===== config.mk =====
export PLATFORM = sky130hd
export DESIGN_NAME = mostrador_7seg
export DESIGN_NICKNAME = d
export VERILOG_FILES = /design/src/rtl/stopwatch_pkg.sv /design/src/rtl/bin2bcd_serial.sv /design/src/rtl/mostrador_7seg.sv
export SDC_FILE = /design/constraint.sdc
export NUM_CORES = 1
export LEC_CHECK = 0
export CAP_MARGIN = 25
export CORE_MARGIN = 1.5
export CORE_UTILIZATION = 45
export CTS_BUF_LIST = sky130_fd_sc_hd__clkbuf_4 sky130_fd_sc_hd__clkbuf_8
export CTS_CLUSTER_SIZE = 8
export DETAILED_ROUTE_END_ITERATION = 8
export HOLD_SLACK_MARGIN = 0.15
export PLACE_DENSITY = 0.76
export SYNTH_ARGS = -nofsm -noshare
export SYNTH_HDL_FRONTEND = slang
export SYNTH_SLANG_ARGS = --single-unit

===== constraint.sdc =====
create_clock -name clk -period 2.5 [get_ports clk]
set_clock_uncertainty 0.2 [all_clocks]
set_input_delay 0.25 -clock clk [delete_from_list [all_inputs] [get_ports clk]]
set_output_delay 0.25 -clock clk [all_outputs]
set_load 0.01 [all_outputs]

===== src/rtl/stopwatch_pkg.sv =====
// Shared definitions for the stopwatch display path.
//   NUM_DIGITS / DP_DIGIT : digit count and position of the decimal point
//   SEG_BLANK             : all segments off (active-low)
//   SEG_TABLE / seg_decode: 4-bit digit -> {g,f,e,d,c,b,a} active-low pattern
//   conv_state_e          : serial binary-to-BCD converter states
package stopwatch_pkg;

    localparam int         NUM_DIGITS = 5;
    localparam int         DP_DIGIT   = 1;
    localparam logic [6:0] SEG_BLANK  = 7'h7F;

    // Entry i holds the pattern for digit i; 10..15 can never come out of the
    // converter, so they decode as blank instead of hex glyphs.
    localparam logic [15:0][6:0] SEG_TABLE = {
        SEG_BLANK, SEG_BLANK, SEG_BLANK, SEG_BLANK, SEG_BLANK, SEG_BLANK,
        7'h10, 7'h00, 7'h78, 7'h02, 7'h12, 7'h19, 7'h30, 7'h24, 7'h79, 7'h40
    };

    typedef enum logic [1:0] {
        IDLE  = 2'd0,
        SHIFT = 2'd1,
        DONE  = 2'd2
    } conv_state_e;

    function automatic logic [6:0] seg_decode(input logic [3:0] digit);
        return SEG_TABLE[digit];
    endfunction

endpackage


===== src/rtl/bin2bcd_serial.sv =====
// Serial binary-to-BCD converter (shift-add-3, one input bit per cycle).
//   clk, rst_n : clock, asynchronous active-low reset
//   start_i    : begin a conversion of num_i (honoured only in IDLE)
//   num_i      : binary value to convert
//   bcd_o      : last completed result, held until the next one finishes
//   valid_o    : one-cycle pulse in the cycle bcd_o takes a new value
//   busy_o     : high during the WIDTH shift cycles
//   state_o    : converter state, for observation
// Handshake: start_i is a request sampled only while state_o == IDLE; a
// request outside IDLE is simply not taken and must be re-presented.
module bin2bcd_serial
    import stopwatch_pkg::*;
#(
    parameter int WIDTH = 15
) (
    input  logic                    clk,
    input  logic                    rst_n,
    input  logic                    start_i,
    input  logic [WIDTH-1:0]        num_i,
    output logic [4*NUM_DIGITS-1:0] bcd_o,
    output logic                    valid_o,
    output logic                    busy_o,
    output conv_state_e             state_o
);

    localparam int BCD_W = 4 * NUM_DIGITS;
    localparam int CNT_W = $clog2(WIDTH + 1);

    conv_state_e        state_q, state_d;
    logic [WIDTH-1:0]   shift_q, shift_d;
    logic [BCD_W-1:0]   acc_q, acc_d;
    logic [CNT_W-1:0]   bitcnt_q, bitcnt_d;
    logic [BCD_W-1:0]   bcd_q, bcd_d;
    logic               valid_q, valid_d;
    logic               busy_q, busy_d;
    logic [BCD_W-1:0]   adj;
    logic [BCD_W-1:0]   acc_shifted;

    always_comb begin
        adj = acc_q;
        for (int i = 0; i < NUM_DIGITS; i++) begin
            if (acc_q[4*i +: 4] >= 4'd5) begin
                adj[4*i +: 4] = acc_q[4*i +: 4] + 4'd3;
            end
        end
        acc_shifted = {adj[BCD_W-2:0], shift_q[WIDTH-1]};
    end

    always_comb begin
        state_d  = state_q;
        shift_d  = shift_q;
        acc_d    = acc_q;
        bitcnt_d = bitcnt_q;
        bcd_d    = bcd_q;
        valid_d  = 1'b0;
        busy_d   = busy_q;
        case (state_q)
            IDLE: begin
                if (start_i) begin
                    shift_d  = num_i;
                    acc_d    = '0;
                    bitcnt_d = '0;
                    busy_d   = 1'b1;
                    state_d  = SHIFT;
                end
            end
            SHIFT: begin
                acc_d    = acc_shifted;
                shift_d  = shift_q << 1;
                bitcnt_d = bitcnt_q + 1'b1;
                if (bitcnt_q == CNT_W'(WIDTH - 1)) begin
                    // Publish on the last shift so bcd and the pulse are
                    // both visible during the DONE cycle.
                    bcd_d   = acc_shifted;
                    valid_d = 1'b1;
                    busy_d  = 1'b0;
                    state_d = DONE;
                end
            end
            DONE: begin
                state_d = IDLE;
            end
            default: begin
                state_d = IDLE;
            end
        endcase
    end

    always_ff @(posedge clk or negedge rst_n) begin
        if (!rst_n) begin
            state_q  <= IDLE;
            shift_q  <= '0;
            acc_q    <= '0;
            bitcnt_q <= '0;
            bcd_q    <= '0;
            valid_q  <= 1'b0;
            busy_q   <= 1'b0;
        end else begin
            state_q  <= state_d;
            shift_q  <= shift_d;
            acc_q    <= acc_d;
            bitcnt_q <= bitcnt_d;
            bcd_q    <= bcd_d;
            valid_q  <= valid_d;
            busy_q   <= busy_d;
        end
    end

    assign bcd_o   = bcd_q;
    assign valid_o = valid_q;
    assign busy_o  = busy_q;
    assign state_o = state_q;

endmodule


===== src/rtl/mostrador_7seg.sv =====
// Stopwatch display: converts the tenths-of-second count to BCD and scans it
// onto a 5-digit multiplexed seven-segment display shown as "XXXX.X".
//   clk, rst_n : clock, asynchronous active-low reset
//   num        : binary count in tenths of a second
//   seg, dp    : segment {g,f,e,d,c,b,a} and decimal point, active-low
//   an         : digit enables, active-low one-hot, an[0] = tenths
//   bcd        : latched BCD digits {d4..d0}
//   bcd_valid  : one-cycle pulse when bcd updates
//   busy       : conversion in progress
// Optional: define MOSTRADOR_BLANK_ZEROS_EN to blank leading zeros in d4..d2.
module mostrador_7seg
    import stopwatch_pkg::*;
#(
    parameter int WIDTH    = 15,
    parameter int SCAN_DIV = 50000
) (
    input  logic                    clk,
    input  logic                    rst_n,
    input  logic [WIDTH-1:0]        num,
    output logic [6:0]              seg,
    output logic                    dp,
    output logic [NUM_DIGITS-1:0]   an,
    output logic [4*NUM_DIGITS-1:0] bcd,
    output logic                    bcd_valid,
    output logic                    busy
);

    localparam int SC_W = (SCAN_DIV > 1) ? $clog2(SCAN_DIV) : 1;

    conv_state_e            conv_state;
    logic                   start;
    logic [WIDTH-1:0]       last_num_q, last_num_d;
    logic                   force_q, force_d;
    logic [SC_W-1:0]        scan_cnt_q, scan_cnt_d;
    logic [2:0]             scan_idx_q, scan_idx_d;
    logic [6:0]             seg_q, seg_d;
    logic                   dp_q, dp_d;
    logic [NUM_DIGITS-1:0]  an_q, an_d;
    logic [3:0]             digit;

    // A conversion is only requested when the converter can take it, so
    // last_num always records the value actually being converted.
    assign start = (conv_state == IDLE) && ((num != last_num_q) || force_q);

    bin2bcd_serial #(.WIDTH(WIDTH)) u_conv (
        .clk     (clk),
        .rst_n   (rst_n),
        .start_i (start),
        .num_i   (num),
        .bcd_o   (bcd),
        .valid_o (bcd_valid),
        .busy_o  (busy),
        .state_o (conv_state)
    );

    always_comb begin
        last_num_d = last_num_q;
        force_d    = force_q;
        if (start) begin
            last_num_d = num;
            force_d    = 1'b0;
        end
    end

    always_comb begin
        scan_cnt_d = scan_cnt_q + 1'b1;
        scan_idx_d = scan_idx_q;
        if (scan_cnt_q == SC_W'(SCAN_DIV - 1)) begin
            scan_cnt_d = '0;
            scan_idx_d = (scan_idx_q == 3'(NUM_DIGITS - 1)) ? 3'd0 : scan_idx_q + 3'd1;
        end
    end

    always_comb begin
        case (scan_idx_q)
            3'd0:    digit = bcd[3:0];
            3'd1:    digit = bcd[7:4];
            3'd2:    digit = bcd[11:8];
            3'd3:    digit = bcd[15:12];
            default: digit = bcd[19:16];
        endcase
        seg_d = seg_decode(digit);
`ifdef MOSTRADOR_BLANK_ZEROS_EN
        // Blank a digit when it and everything above it is zero; d1 and d0
        // always show so zero reads "0.0".
        if ((scan_idx_q >= 3'd2) && ((bcd >> {scan_idx_q, 2'b00}) == '0)) begin
            seg_d = SEG_BLANK;
        end
`endif
        an_d = ~(NUM_DIGITS'(1) << scan_idx_q);
        dp_d = (scan_idx_q != 3'(DP_DIGIT));
    end

    always_ff @(posedge clk or negedge rst_n) begin
        if (!rst_n) begin
            last_num_q <= '0;
            force_q    <= 1'b1;
            scan_cnt_q <= '0;
            scan_idx_q <= '0;
            seg_q      <= SEG_BLANK;
            dp_q       <= 1'b1;
            an_q       <= '1;
        end else begin
            last_num_q <= last_num_d;
            force_q    <= force_d;
            scan_cnt_q <= scan_cnt_d;
            scan_idx_q <= scan_idx_d;
            seg_q      <= seg_d;
            dp_q       <= dp_d;
            an_q       <= an_d;
        end
    end

    assign seg = seg_q;
    assign dp  = dp_q;
    assign an  = an_q;

endmodule


==> impl_metrics.yaml <==
outcome:
  status: "complete, no violations"
timing:
  worst_slack_ps: 62.91
  rsz0062_at_grt: "yes"
  fin_crit_ps: 2437
  hold_ws_ps: 233.5
  finalSetupViolCount: 0
  max_slew_margin_pct: 57.06
  max_freq_mhz: 410.3
  final_hold_viol_count: 0
  worst_slew_pin_slew_ps: 644.1
  drv_slew: 0
  fin_crit_sh_pct: 97.48
yosys:
  yosysUniqueCellTypes: 49
  synthArstFlopShare_pct: 100.0
  synth_area_per_cell_um2: 10.93
  synth_cells: 487
  ys_warn_count: 0
  synth.cell_area_um2: 5323
  synth_edf_count: 0
  synth_ff_type: "dfrtp_1"
  yosys_register_bits: 110
  synth.net_count: 525
  seq_area_frac_synth_pct: 52.02
place:
  io_buffers: 51
  dp_worst_setup_slack_ps: -62.31
  hpwlAfterDp_mm: 7.459
  placed_area_um2: 6046
  gp_congestion: 0.8226
hold_path:
  hold_path_class: "input pin to async pin"
global_route:
  grt_max_degree: 52
  met3_usage_pct: 4.355
  grt_pass1_vias: 3705
  grt_first_pass_wirelength_mm: 17.71
  grt.busiest_layer: "met2"
  grt_use_met2_pct: 28.17
  grtUsageMet1_pct: 23.61
  overflow: 0
  antenna_found_initial: 0
  grtUsageTotal_pct: 17.60
critical_path:
  r2r-end: "seg[3]"
  rr_startpoint: "scan_idx_q[1]"
  cp-end-kind: "flip-flop"
  worstPathRequired_ps: 2610
  cp_common_cell: "inv_2"
  critical_path_class: "flip-flop to flip-flop"
  reg2regPathDepth: 9
  worstPathCellList: "inv_2 -> ha_2 -> a222oi_1 -> o21ai_1 -> mux2_4 -> buf_4 -> inv_2 -> a21oi_2 -> a221o_1"
  crit_path_start_kind: "flip-flop"
  path_buf_inv: 3
  critical-path-max-stage-delay_ps: 430
  cp_slowest_cell: "dfrtp_2"
  worstPathArrival_ps: 2550
  crit_family: "compound AO/OA/AOI/OAI gates"
  crit_fanout: 6
  reg2reg_setup_slack_ps: 60
floorplanning:
  top_level_ports: 52
  die_x_um: 111.8
  core_um2: 11470
  die_h_um: 111.8
  start_util_pct: 46.42
  rows: 39
  die_area_um2: 12490
clock_tree:
  cts_max_level: 3
  clk_latency_ps: 390
  cts_buffers: 9
  numClockSinks: 110
  path_clk_slew_ps: 100
  cts_buffer_depth: 2
  cts_tree: "done"
  root_buffer: "clkbuf_8"
drt:
  detail_route.iter0.violations: 207
  drtAntennaViolNets: 0
  dr.pass1.iters: 5
  routed_wl_mm: 10.63
  drc: 0
  vias: 3776
  drt-vias-per-instance: 5.425
  wl_per_cell_um: 15.28
power:
  powerDensity_nw_per_um2: 1195
  power_leakage_nw: 2.766
  ir_drop_v: 0.0007314
run:
  drv_cap: 0
final_layout:
  drive_gt1_share_pct: 19.89
  area_growth_pct: 18.59
  postLayoutCellArea_um2: 6312
  fin_nets: 586
  fill_cells: 953
  diodes: 0
==> area by class of cell <==
type / instances / area (um2) / area share, %
clock buffer: 13 / 160.2 / 2.537
clock inverter: 3 / 20.02 / 0.3171
inverter: 21 / 78.83 / 1.249
multi-input combinational: 334 / 2399 / 38.00
sequential: 110 / 2770 / 43.89
tap: 143 / 178.9 / 2.834
timing repair buffer: 72 / 705.7 / 11.18
==> through the flow <==
stage               instances  utilization, %  total power, mW  setup TNS (ps)
finish                    696           55.05            7.542               0
global placement          676           52.72            6.334           -1209
detailed placement        676           52.72            6.509          -786.7
global route              696           55.05            8.099          -145.7
floorplan                 487               -            5.327               0
CTS                       694           54.45            7.533               0
==> synthesized netlist by cell type, types with 5 or more instances <==
library cell	instances	area share (%)
nand2b_1	19	2.2
dfstp_2	13	6.4
mux2_2	23	4.9
o221a_1	8	1.7
nor4_1	5	0.59
o221a_2	6	1.3
xnor2_1	9	1.5
clkbuf_1	11	0.78
xor2_1	27	4.4
nor2_1	28	2.0
a21oi_1	14	1.3
a31oi_1	6	0.71
a31o_2	5	0.82
o21ai_0	27	2.5
ha_1	21	4.9
o22ai_1	16	1.9
inv_1	19	1.3
or3b_2	5	0.82
nand2_1	58	4.1
nand3_1	14	1.3
dfrtp_1	97	46
==> how the worst max path moves through the flow <==
stage | cells after the start | to | startpoint | slack [ps]
5_1_grt | 9 | seg[3] | scan_idx_q[0] | -50
4_1_cts | 7 | seg[3] | scan_idx_q[0] | 20
3_5_place_dp | 6 | u_conv.shift_q[3] | num[10] | -60
3_3_place_gp | 6 | u_conv.shift_q[4] | num[2] | -70
2_1_floorplan | 8 | seg[3] | scan_idx_q[0] | 160
6_report | 9 | seg[3] | scan_idx_q[1] | 60
==> worst reg2reg max path, stage by stage, from the launching register on <==
cell and delay [ps]:
dfrtp_2 430, inv_2 70, ha_2 210, a222oi_1 420, o21ai_1 150, mux2_4 300, buf_4 170, inv_2 90
a21oi_2 70, a221o_1 280
==> per-layer routing <==
layer | vias up | wire length (um)
li1 | 1829 | -
met1 | 1859 | 4918
met2 | 74 | 5089
met3 | 14 | 467
met4 | 0 | 156
met5 | - | 0
==> state kept, by name, indices dropped and copies added, names as in the netlist, 3 cells and up <==
signal / flops
scan_idx_q: 3
u_conv.shift_q: 15
u_conv.bcd_o: 20
seg: 7
scan_cnt_q: 16
u_conv.acc_q: 20
u_conv.bitcnt_q: 4
last_num_q: 15
an: 5
==> power breakdown <==
| group | leakage, nW | total (mW) | switching [mW] | internal, mW |
|---|---|---|---|---|
| Sequential | 1.33 | 3.00 | 0.505 | 2.49 |
| Combinational | 1.34 | 3.53 | 1.72 | 1.80 |
| Clock | 0.0899 | 1.02 | 0.595 | 0.423 |
| Total | 2.77 | 7.54 | 2.82 | 4.72 |
==> placed cells by master (no fill, tap or decap), types with 16 or more instances in the layout <==
cell type and count:
mux2_2 23, nand2_1 58, buf_4 18, nor2_1 28, ha_1 16, xor2_1 27
o22ai_1 16, nand2b_1 19, dfrtp_1 96, o21ai_0 25, inv_1 16, clkdlybuf4s50_1 50
==> cells by family (layout without fill, tap and decap cells) <==
logic type | after synthesis | after routing | share of synthesized area [%]
XOR/XNOR | 36 | 36 | 5.924
AND/OR/NAND/NOR | 153 | 153 | 14.10
flip-flops | 110 | 110 | 52.02
AO/OA/AOI/OAI | 95 | 95 | 12.65
adder cells (fa/ha/maj) | 21 | 21 | 4.936
multiplexers | 29 | 29 | 6.465
buffers and inverters | 43 | 109 | 3.902
==> what timing repair did <==
action	CTS	global route
gates resized for setup	1	13
hold endpoints to repair	73	0
pin swaps	1	8
setup buffers	1	3
setup endpoints to repair	1	5
hold buffers	1	0
(Power assumes the default switching activity.)
